[config.mk]
export PLATFORM = sky130hd
export DESIGN_NAME = muldiv_seq_flat
export DESIGN_NICKNAME = d
export VERILOG_FILES = /design/src/rtl/muldiv_seq_if.sv /design/src/rtl/muldiv_seq.sv /design/src/flat_wrapper.sv
export SDC_FILE = /design/constraint.sdc
export NUM_CORES = 1
export LEC_CHECK = 0
export ABC_AREA = 1
export BUFFER_PORTS_ARGS = -buffer_cell sky130_fd_sc_hd__clkbuf_2
export CORE_MARGIN = 5
export CORE_UTILIZATION = 30
export DETAILED_ROUTE_END_ITERATION = 12
export PLACE_DENSITY_LB_ADDON = 0.1
export SYNTH_ARGS = -nofsm -noshare
export SYNTH_HDL_FRONTEND = slang
export SYNTH_SLANG_ARGS = --single-unit
[constraint.sdc]
create_clock -name clk -period 12.35 [get_ports clk]
set_clock_uncertainty 0.1 [all_clocks]
set_input_delay 2.47 -clock clk [delete_from_list [all_inputs] [get_ports clk]]
set_output_delay 2.47 -clock clk [all_outputs]
set_load 0.02 [all_outputs]
[src/rtl/muldiv_seq_if.sv]
// Issue / HI-LO access bundle between the EX stage and the multi-cycle mul/div sequencer.
interface muldiv_seq_if #(
    parameter int WIDTH = 32
);
    logic             start;
    logic [1:0]       op;
    logic [WIDTH-1:0] opA;
    logic [WIDTH-1:0] opB;
    logic             hilo_rd;
    logic             hi_we;
    logic             lo_we;
    logic [WIDTH-1:0] wdata;
    logic [WIDTH-1:0] hi;
    logic [WIDTH-1:0] lo;
    logic             busy;
    logic             done;
    logic             div_by_zero;
    logic             stall;

    modport master (
        output start, op, opA, opB, hilo_rd, hi_we, lo_we, wdata,
        input  hi, lo, busy, done, div_by_zero, stall
    );

    modport slave (
        input  start, op, opA, opB, hilo_rd, hi_we, lo_we, wdata,
        output hi, lo, busy, done, div_by_zero, stall
    );
endinterface

[src/rtl/muldiv_seq.sv]
// Multi-cycle MULT/MULTU/DIV/DIVU sequencer owning HI/LO: shift-add multiply or
// restoring divide on operand magnitudes over WIDTH cycles, then one sign-fix cycle.
module muldiv_seq #(
    parameter int WIDTH = 32,
    parameter int CNT_W = 5
) (
    input  logic         clk,
    input  logic         reset,
    muldiv_seq_if.slave  bus
);
    typedef enum logic [1:0] {IDLE, CALC, FIX} state_e;

    localparam logic [CNT_W-1:0] LAST_CNT = CNT_W'(WIDTH - 1);

    state_e               state_q, state_d;
    logic [CNT_W-1:0]     cnt_q, cnt_d;
    logic [1:0]           op_q, op_d;
    logic                 neg_res_q, neg_res_d;
    logic                 neg_rem_q, neg_rem_d;
    logic                 dbz_q, dbz_d;
    logic [WIDTH-1:0]     dvs_q, dvs_d;
    logic [2*WIDTH-1:0]   acc_q, acc_d;
    logic [WIDTH-1:0]     hi_q, hi_d;
    logic [WIDTH-1:0]     lo_q, lo_d;
    logic                 done_q, done_d;
    logic                 dbz_out_q, dbz_out_d;

    // Operand magnitudes; op[0]==0 selects the signed variants.
    logic             is_signed, a_neg, b_neg;
    logic [WIDTH-1:0] a_mag, b_mag;

    assign is_signed = ~bus.op[0];
    assign a_neg     = is_signed & bus.opA[WIDTH-1];
    assign b_neg     = is_signed & bus.opB[WIDTH-1];
    assign a_mag     = a_neg ? -bus.opA : bus.opA;
    assign b_mag     = b_neg ? -bus.opB : bus.opB;

    // acc holds {partial product, multiplier} or {remainder, dividend/quotient}.
    logic [WIDTH:0]       mul_sum;
    logic [WIDTH:0]       div_sh;
    logic [WIDTH-1:0]     div_diff;
    logic                 div_ge;
    logic [2*WIDTH-1:0]   acc_iter;
    logic [WIDTH-1:0]     quot, rem;

    assign mul_sum  = {1'b0, acc_q[2*WIDTH-1:WIDTH]} + (acc_q[0] ? {1'b0, dvs_q} : '0);
    assign div_sh   = {acc_q[2*WIDTH-1:WIDTH], acc_q[WIDTH-1]};
    assign div_ge   = div_sh >= {1'b0, dvs_q};
    assign div_diff = div_sh[WIDTH-1:0] - dvs_q;
    assign acc_iter = !op_q[1] ? {mul_sum, acc_q[WIDTH-1:1]} :
                      div_ge   ? {div_diff, acc_q[WIDTH-2:0], 1'b1} :
                                 {div_sh[WIDTH-1:0], acc_q[WIDTH-2:0], 1'b0};
    assign quot     = acc_q[WIDTH-1:0];
    assign rem      = acc_q[2*WIDTH-1:WIDTH];

    // NOTE: sequential state uses non-blocking assignments so every flop samples
    // pre-edge values regardless of statement order.
    always_ff @(posedge clk or posedge reset) begin
        if (reset) begin
            state_q <= IDLE;
        end else begin
            state_q <= state_d;
        end
    end

    always_comb begin
        state_d = state_q;
        case (state_q)
            IDLE:    if (bus.start) state_d = CALC;
            CALC:    if (cnt_q == LAST_CNT) state_d = FIX;
            FIX:     state_d = IDLE;
            default: state_d = IDLE;
        endcase
    end

    always_comb begin
        bus.busy  = (state_q != IDLE);
        bus.stall = bus.busy & (bus.start | bus.hilo_rd | bus.hi_we | bus.lo_we);
    end

    always_comb begin
        // NOTE: every _d defaults to its hold value first, so no branch can infer a latch.
        cnt_d     = cnt_q;
        op_d      = op_q;
        neg_res_d = neg_res_q;
        neg_rem_d = neg_rem_q;
        dbz_d     = dbz_q;
        dvs_d     = dvs_q;
        acc_d     = acc_q;
        hi_d      = hi_q;
        lo_d      = lo_q;
        done_d    = 1'b0;
        dbz_out_d = 1'b0;
        case (state_q)
            IDLE: begin
                if (bus.start) begin
                    op_d      = bus.op;
                    cnt_d     = '0;
                    neg_res_d = a_neg ^ b_neg;
                    neg_rem_d = a_neg;
                    dbz_d     = bus.op[1] & ~|bus.opB;
                    dvs_d     = bus.op[1] ? b_mag : a_mag;
                    acc_d     = {{WIDTH{1'b0}}, (bus.op[1] ? a_mag : b_mag)};
                end else begin
                    if (bus.hi_we) hi_d = bus.wdata;
                    if (bus.lo_we) lo_d = bus.wdata;
                end
            end
            CALC: begin
                acc_d = acc_iter;
                if (cnt_q != LAST_CNT) cnt_d = cnt_q + CNT_W'(1);
            end
            FIX: begin
                // A zero divisor leaves |opA| as remainder, so the sign fix restores opA.
                if (op_q[1]) begin
                    lo_d = dbz_q ? '1 : (neg_res_q ? -quot : quot);
                    hi_d = neg_rem_q ? -rem : rem;
                end else begin
                    {hi_d, lo_d} = neg_res_q ? -acc_q : acc_q;
                end
                done_d    = 1'b1;
                dbz_out_d = dbz_q;
            end
            default: ;
        endcase
    end

    always_ff @(posedge clk or posedge reset) begin
        if (reset) begin
            cnt_q     <= '0;
            op_q      <= '0;
            neg_res_q <= 1'b0;
            neg_rem_q <= 1'b0;
            dbz_q     <= 1'b0;
            dvs_q     <= '0;
            acc_q     <= '0;
            hi_q      <= '0;
            lo_q      <= '0;
            done_q    <= 1'b0;
            dbz_out_q <= 1'b0;
        end else begin
            cnt_q     <= cnt_d;
            op_q      <= op_d;
            neg_res_q <= neg_res_d;
            neg_rem_q <= neg_rem_d;
            dbz_q     <= dbz_d;
            dvs_q     <= dvs_d;
            acc_q     <= acc_d;
            hi_q      <= hi_d;
            lo_q      <= lo_d;
            done_q    <= done_d;
            dbz_out_q <= dbz_out_d;
        end
    end

    assign bus.hi          = hi_q;
    assign bus.lo          = lo_q;
    assign bus.done        = done_q;
    assign bus.div_by_zero = dbz_out_q;

endmodule

[src/flat_wrapper.sv]
// flat-port wrapper written by rule: the top's interface ports become plain ports
module muldiv_seq_flat 
#(
    parameter int WIDTH = 32,
    parameter int CNT_W = 5
)
  (clk, reset, bus_start, bus_op, bus_opA, bus_opB, bus_hilo_rd, bus_hi_we, bus_lo_we, bus_wdata, bus_hi, bus_lo, bus_busy, bus_done, bus_div_by_zero, bus_stall);
  muldiv_seq_if #(.WIDTH(WIDTH)) bus_i ();
  input  logic clk;
  input  logic reset;
  input wire logic [$bits(bus_i.start)-1:0] bus_start;
  input wire logic [$bits(bus_i.op)-1:0] bus_op;
  input wire logic [$bits(bus_i.opA)-1:0] bus_opA;
  input wire logic [$bits(bus_i.opB)-1:0] bus_opB;
  input wire logic [$bits(bus_i.hilo_rd)-1:0] bus_hilo_rd;
  input wire logic [$bits(bus_i.hi_we)-1:0] bus_hi_we;
  input wire logic [$bits(bus_i.lo_we)-1:0] bus_lo_we;
  input wire logic [$bits(bus_i.wdata)-1:0] bus_wdata;
  output wire logic [$bits(bus_i.hi)-1:0] bus_hi;
  output wire logic [$bits(bus_i.lo)-1:0] bus_lo;
  output wire logic [$bits(bus_i.busy)-1:0] bus_busy;
  output wire logic [$bits(bus_i.done)-1:0] bus_done;
  output wire logic [$bits(bus_i.div_by_zero)-1:0] bus_div_by_zero;
  output wire logic [$bits(bus_i.stall)-1:0] bus_stall;
  assign bus_i.start = bus_start;
  assign bus_i.op = bus_op;
  assign bus_i.opA = bus_opA;
  assign bus_i.opB = bus_opB;
  assign bus_i.hilo_rd = bus_hilo_rd;
  assign bus_i.hi_we = bus_hi_we;
  assign bus_i.lo_we = bus_lo_we;
  assign bus_i.wdata = bus_wdata;
  assign bus_hi = bus_i.hi;
  assign bus_lo = bus_i.lo;
  assign bus_busy = bus_i.busy;
  assign bus_done = bus_i.done;
  assign bus_div_by_zero = bus_i.div_by_zero;
  assign bus_stall = bus_i.stall;
  muldiv_seq #(.WIDTH(WIDTH), .CNT_W(CNT_W)) u_core (.clk(clk), .reset(reset), .bus(bus_i));
endmodule
# ---- Yosys cells after proc, flatten, opt, wreduce, memory -nomap -nowiden
# Cells that the tools add are included.
dict set report word_totals {
  out_inout_bits 68
  reg_bits 174
}
dict set report classes {
  mux 29
  n_bitwise 9
  addsub 8
  n_reduce_logical 12
  eq_ne 10
  order_cmp 1
}
# operator count
set ops {}
lappend ops {{32-bit 2-to-1 mux} 14}
lappend ops {{64-bit 2-to-1 mux} 4}
lappend ops {{32-bit negator} 4}
lappend ops {{32-bit case mux with 2 select lines} 2}
lappend ops {{64-bit case mux with 2 select lines} 1}
lappend ops {{64-bit negator} 1}
lappend ops {{32-bit by 33-bit adder with 33-bit output} 1}
lappend ops {{33-bit by 32-bit >= comparator with 1-bit output} 1}
lappend ops {{32-bit OR reduction} 1}
lappend ops {{32-bit subtractor} 1}
lappend ops {{5-bit 2-to-1 mux} 2}
lappend ops {{5-bit case mux with 2 select lines} 1}
lappend ops {{3-bit AND reduction} 3}
lappend ops {{2-bit inequality test (second input constant)} 4}
lappend ops {{2-bit AND reduction} 3}
lappend ops {{2-bit nonzero test} 3}
lappend ops {{5-bit by 1-bit adder with 5-bit output (second input constant)} 1}
lappend ops {{5-bit == test (second input constant)} 1}
lappend ops {{5-bit inequality test (second input constant)} 1}
lappend ops {{1-bit AND} 4}
lappend ops {{2-bit 2-to-1 mux} 2}
lappend ops {{2-bit by 1-bit inequality test with 1-bit output (second input constant)} 2}
lappend ops {{2-bit case mux with 2 select lines} 1}
lappend ops {{1-bit OR} 3}
lappend ops {{other kinds (7)} 8}

# ---- Depth between registers and ports, before layout
dict set report logic_depth {
  ltp_word 6
  depth_mapped 22
  depth_no_buf 20
}

# ---- Worst setup path before layout
# Ideal clock, no wire load.
dict set report synth_timing {
  kind {input to output}
  from {in bus_start}
  to {out bus_stall}
  slack_ps 6883
  t_required_ps 9780
  path_stages 2
  path_buffers 0
  t_arrival_ps 2897
  cell_sequence {inv_1 > a21oi_1}
}
dict set report synth_via {
  elab_chain_cells 4
}
# element line
set synth_lines {}
lappend synth_lines {{start, declared} flat_wrapper.sv:11} ;# input wire logic [$bits(bus_i.start)-1:0] bus_start;
lappend synth_lines {{1-bit OR (3 in series)} muldiv_seq.sv:78} ;# bus.stall = bus.busy & (bus.start | bus.hilo_rd | bus.hi_we | bus.lo_we);
lappend synth_lines {{1-bit AND} muldiv_seq.sv:78}
lappend synth_lines {{end, declared} flat_wrapper.sv:24} ;# output wire logic [$bits(bus_i.stall)-1:0] bus_stall;
# No other way between the ends.

# ---- Worst setup path in the final report
dict set report layout_timing {
  from {in bus_lo_we}
  to {out bus_stall}
}
dict set report layout_via {
  elab_chain_cells 2
}
# element line
set layout_lines {}
lappend layout_lines {{start, declared} flat_wrapper.sv:17} ;# input wire logic [$bits(bus_i.lo_we)-1:0] bus_lo_we;
lappend layout_lines {{1-bit OR} muldiv_seq.sv:78}
lappend layout_lines {{1-bit AND} muldiv_seq.sv:78}
# No other way between the ends.

==> impl_metrics.json <==
{
  "synthDistinctLibCells": 50,
  "min_period_ns": 5.83,
  "seqPwrFrac": 0.212,
  "combinationalPowerShare": 0.700,
  "via_per_inst": 5.20,
  "initial_core_util": 0.301,
  "p_per_area_nw_per_um2": 294,
  "synth_nets": 3403,
  "dp_hpwl_mm": 72.8,
  "drt_iter0_drc": 2079,
  "status": "finished clean",
  "crit_required_ns": 9.78,
  "min_path_cells": 2,
  "post_cts_resized": 0,
  "switchingPower_uw": 3660,
  "cp_num_cells": 4,
  "grt_usage": 0.258,
  "root_buffer": "clkbuf_16",
  "synth_flop_cell": "dfrtp_1",
  "synth_commonest_cells": "1041 x nand2_1, 458 x inv_1, 372 x nand3_1",
  "r2r_slack_ns": 8.61,
  "cp_common_cell": "clkbuf_2",
  "path_cells": "clkbuf_2 -> nor3_1 -> a21oi_1 -> clkbuf_2",
  "worstPathMaxFanout": 2,
  "sw_frac_of_total": 0.604,
  "tightestPinTransition_ns": 1.23,
  "grt_max_degree": 70,
  "coreArea_um2": 61500,
  "cpPeakStageDelay_ns": 0.39,
  "dpl.cell_count": 4102,
  "fin_util": 0.336,
  "r2r_end": "u_core.acc_q[63]",
  "ys_top_cells_by_area": "dfrtp_1 23%, nand2_1 21%, nand3_1 10%",
  "cts_buffers": 17,
  "cts.htree.levels": 4,
  "ys_seq_elements": 173,
  "reg2regPathDepth": 21,
  "power_frac_clock": 0.089,
  "grt_pass1_wl_mm": 130,
  "rsz0062_at_grt": "no",
  "holdBufCountCts": 0,
  "synth_xor_area_frac": 0.0326,
  "path_buf_inv": 2,
  "ys_seq_area_frac": 0.234,
  "synthCells": 3227,
  "synth_compound_area_frac": 0.131,
  "fin_nets": 3507,
  "clkTransAtPathRegs_ns": 0.07,
  "first_pass_iters": 6,
  "slew_viol_final": 0,
  "min_from": "u_core.bus.lo[3]",
  "synth_simple_gate_area_frac": 0.434,
  "multi_input_area_um2": 12000,
  "synth_most_common_cell": "nand2_1",
  "synth_edf_count": 0,
  "cp-end-kind": "output pin",
  "synth_async_sr_flop_share": 1.00,
  "synth_top_family_by_area": "simple AND/OR/NAND/NOR gates",
  "fp-row-count": 91,
  "ios": 172,
  "ys_warn_count": 0,
  "fillers": 7024,
  "hold_class": "flop to flop",
  "power_leakage_uw": 0.0108,
  "antenna_left": 0,
  "post-route-period-util": 0.472,
  "overflow": 0,
  "muxShareOfSynthArea": 0,
  "synthAdderAreaFrac": 0.0494,
  "criticalPathCategory": "primary input to output pin",
  "ff_latch_area_um2": 4330,
  "crit_arrival_ns": 3.26,
  "drc": 0,
  "routed_wl_mm": 89.1,
  "setup_viol": 0,
  "hold_end": "u_core.bus.lo[3]",
  "fin_cells": 4134,
  "die-area_um2": 66800,
  "cts_tree": "done",
  "fmax_ghz": 0.171,
  "synth_top_area_share": 0.234,
  "syn_avg_cell_area_um2": 5.74,
  "worst_setup_path_start_kind": "primary input",
  "path_delay_family": "simple AND/OR/NAND/NOR gates",
  "diodes": 0,
  "timing.setup.tns_ns": 0,
  "rr_startpoint": "u_core.acc_q[0]",
  "cts_setup_buffers": 0,
  "die_y_um": 259,
  "fp.dieW_um": 259,
  "clkSinkCount": 173,
  "synth_area_um2": 18500,
  "vias": 21490,
  "grt_pass1_vias": 20101,
  "hold_viol_final": 0,
  "insertion_delay_ns": 0.50,
  "ir_drop_v": 0.000113,
  "port_buffers": 171,
  "drive_gt1_frac": 0.0831,
  "slowest_stage": "nor3_1",
  "power.internal_uw": 2400,
  "yosys.area.top_type": "dfrtp_1",
  "gp_congestion": 1.00,
  "antenna_found_initial": 1,
  "syn_to_final_growth_pct": 11.4,
  "wl_per_cell_um": 21.6,
  "relSlewSlack": 0.178,
  "clk_path_buf_depth": 2,
  "max_cap_viol_count": 0
}
worst max-delay path by stage:
| stage | slack [ns] | end | start |
|---|---|---|---|
| 2_1_floorplan | 5.09 | u_core.acc_q[0] | reset |
| 3_3_place_gp | 6.46 | bus_stall | bus_lo_we |
| 3_5_place_dp | 6.49 | bus_stall | bus_lo_we |
| 4_1_cts | 6.49 | bus_stall | bus_lo_we |
| 5_1_grt | 6.48 | bus_stall | bus_lo_we |
| 6_report | 6.52 | bus_stall | bus_lo_we |
flip-flops by register name, indices dropped and copies added (netlist names):
signal,flops
u_core.acc_q,64
u_core.bus.hi,32
u_core.bus.lo,32
u_core.dvs_q,32
u_core.cnt_q,5
u_core.state_q,2
u_core.bus.div_by_zero,1
u_core.bus.done,1
u_core.dbz_q,1
u_core.neg_rem_q,1
u_core.neg_res_q,1
u_core.op_q,1
per-stage QoR:
stage	power (µW)	hold WS, ns	instance area, µm²	setup WS, ns
finish	6060	0.399	20600	6.52
global route	6580	0.425	20600	6.48
CTS	6060	0.405	20600	6.49
detailed placement	5490	0.388	20100	6.49
global placement	5490	0.375	20100	6.46
floorplan	4010	0.359	18500	5.09
power groups by stage:
stage,combinational (µW),sequential (µW),clock (µW)
after floorplan,2830,1180,0
final,4240,1280,538
after CTS,4230,1270,553
after global routing,4700,1300,576
after global placement,4210,1290,0
after detailed placement,4210,1280,0
cell families after synthesis:
| kind of cell | Yosys count |
|---|---|
| XOR/XNOR | 69 |
| AND/OR/NAND/NOR | 1902 |
| buffers and inverters | 575 |
| AO/OA/AOI/OAI | 436 |
| adder cells (fa/ha/maj) | 72 |
| flip-flops | 173 |
metal layers:
layer / vias up / GRT usage / part of all wire
met3: 94 / 0.0293 / 0.055
met5: - / 0 / 0
met1: 10092 / 0.368 / 0.46
li1: 10522 / - / -
met4: 0 / 0.0773 / 0.030
met2: 782 / 0.410 / 0.45
cells in the final DEF (no fill, tap or decap), drive strengths merged:
master       n
and2         6
xnor2       23
clkinv       4
inv        472
o21a         1
nor4         5
a22oi        8
fa           2
xor2        46
a22o         1
o22a         1
a21boi      15
o31ai        2
o22ai        2
nand3      375
o21ai      182
a31oi       12
a2bb2oi      1
a311oi       1
nor2       358
nand3b      30
clkinvlp     4
o221ai       4
o41ai        1
a21oi      161
dfrtp      173
nand2     1050
or2          7
o32ai        1
clkbuf     191
buf         21
o21bai      12
ha          70
o211ai      31
nand4       32
nor3        39
cell type report:
class                   instances  share of cell area
flip-flops and latches        173               0.210
repair buffers                192              0.0491
multi-input cells            2479               0.581
inverters                     468              0.0853
clock buffers                  20              0.0216
well taps                     790              0.0479
clock inverters                12             0.00497
worst min-delay path, stage by stage, from the launching register on:
cell	delay, ns
dfrtp_1	0.35
nand2_1	0.05
o21ai_0	0.06
Note: power is estimated with default switching activity, not from simulation.
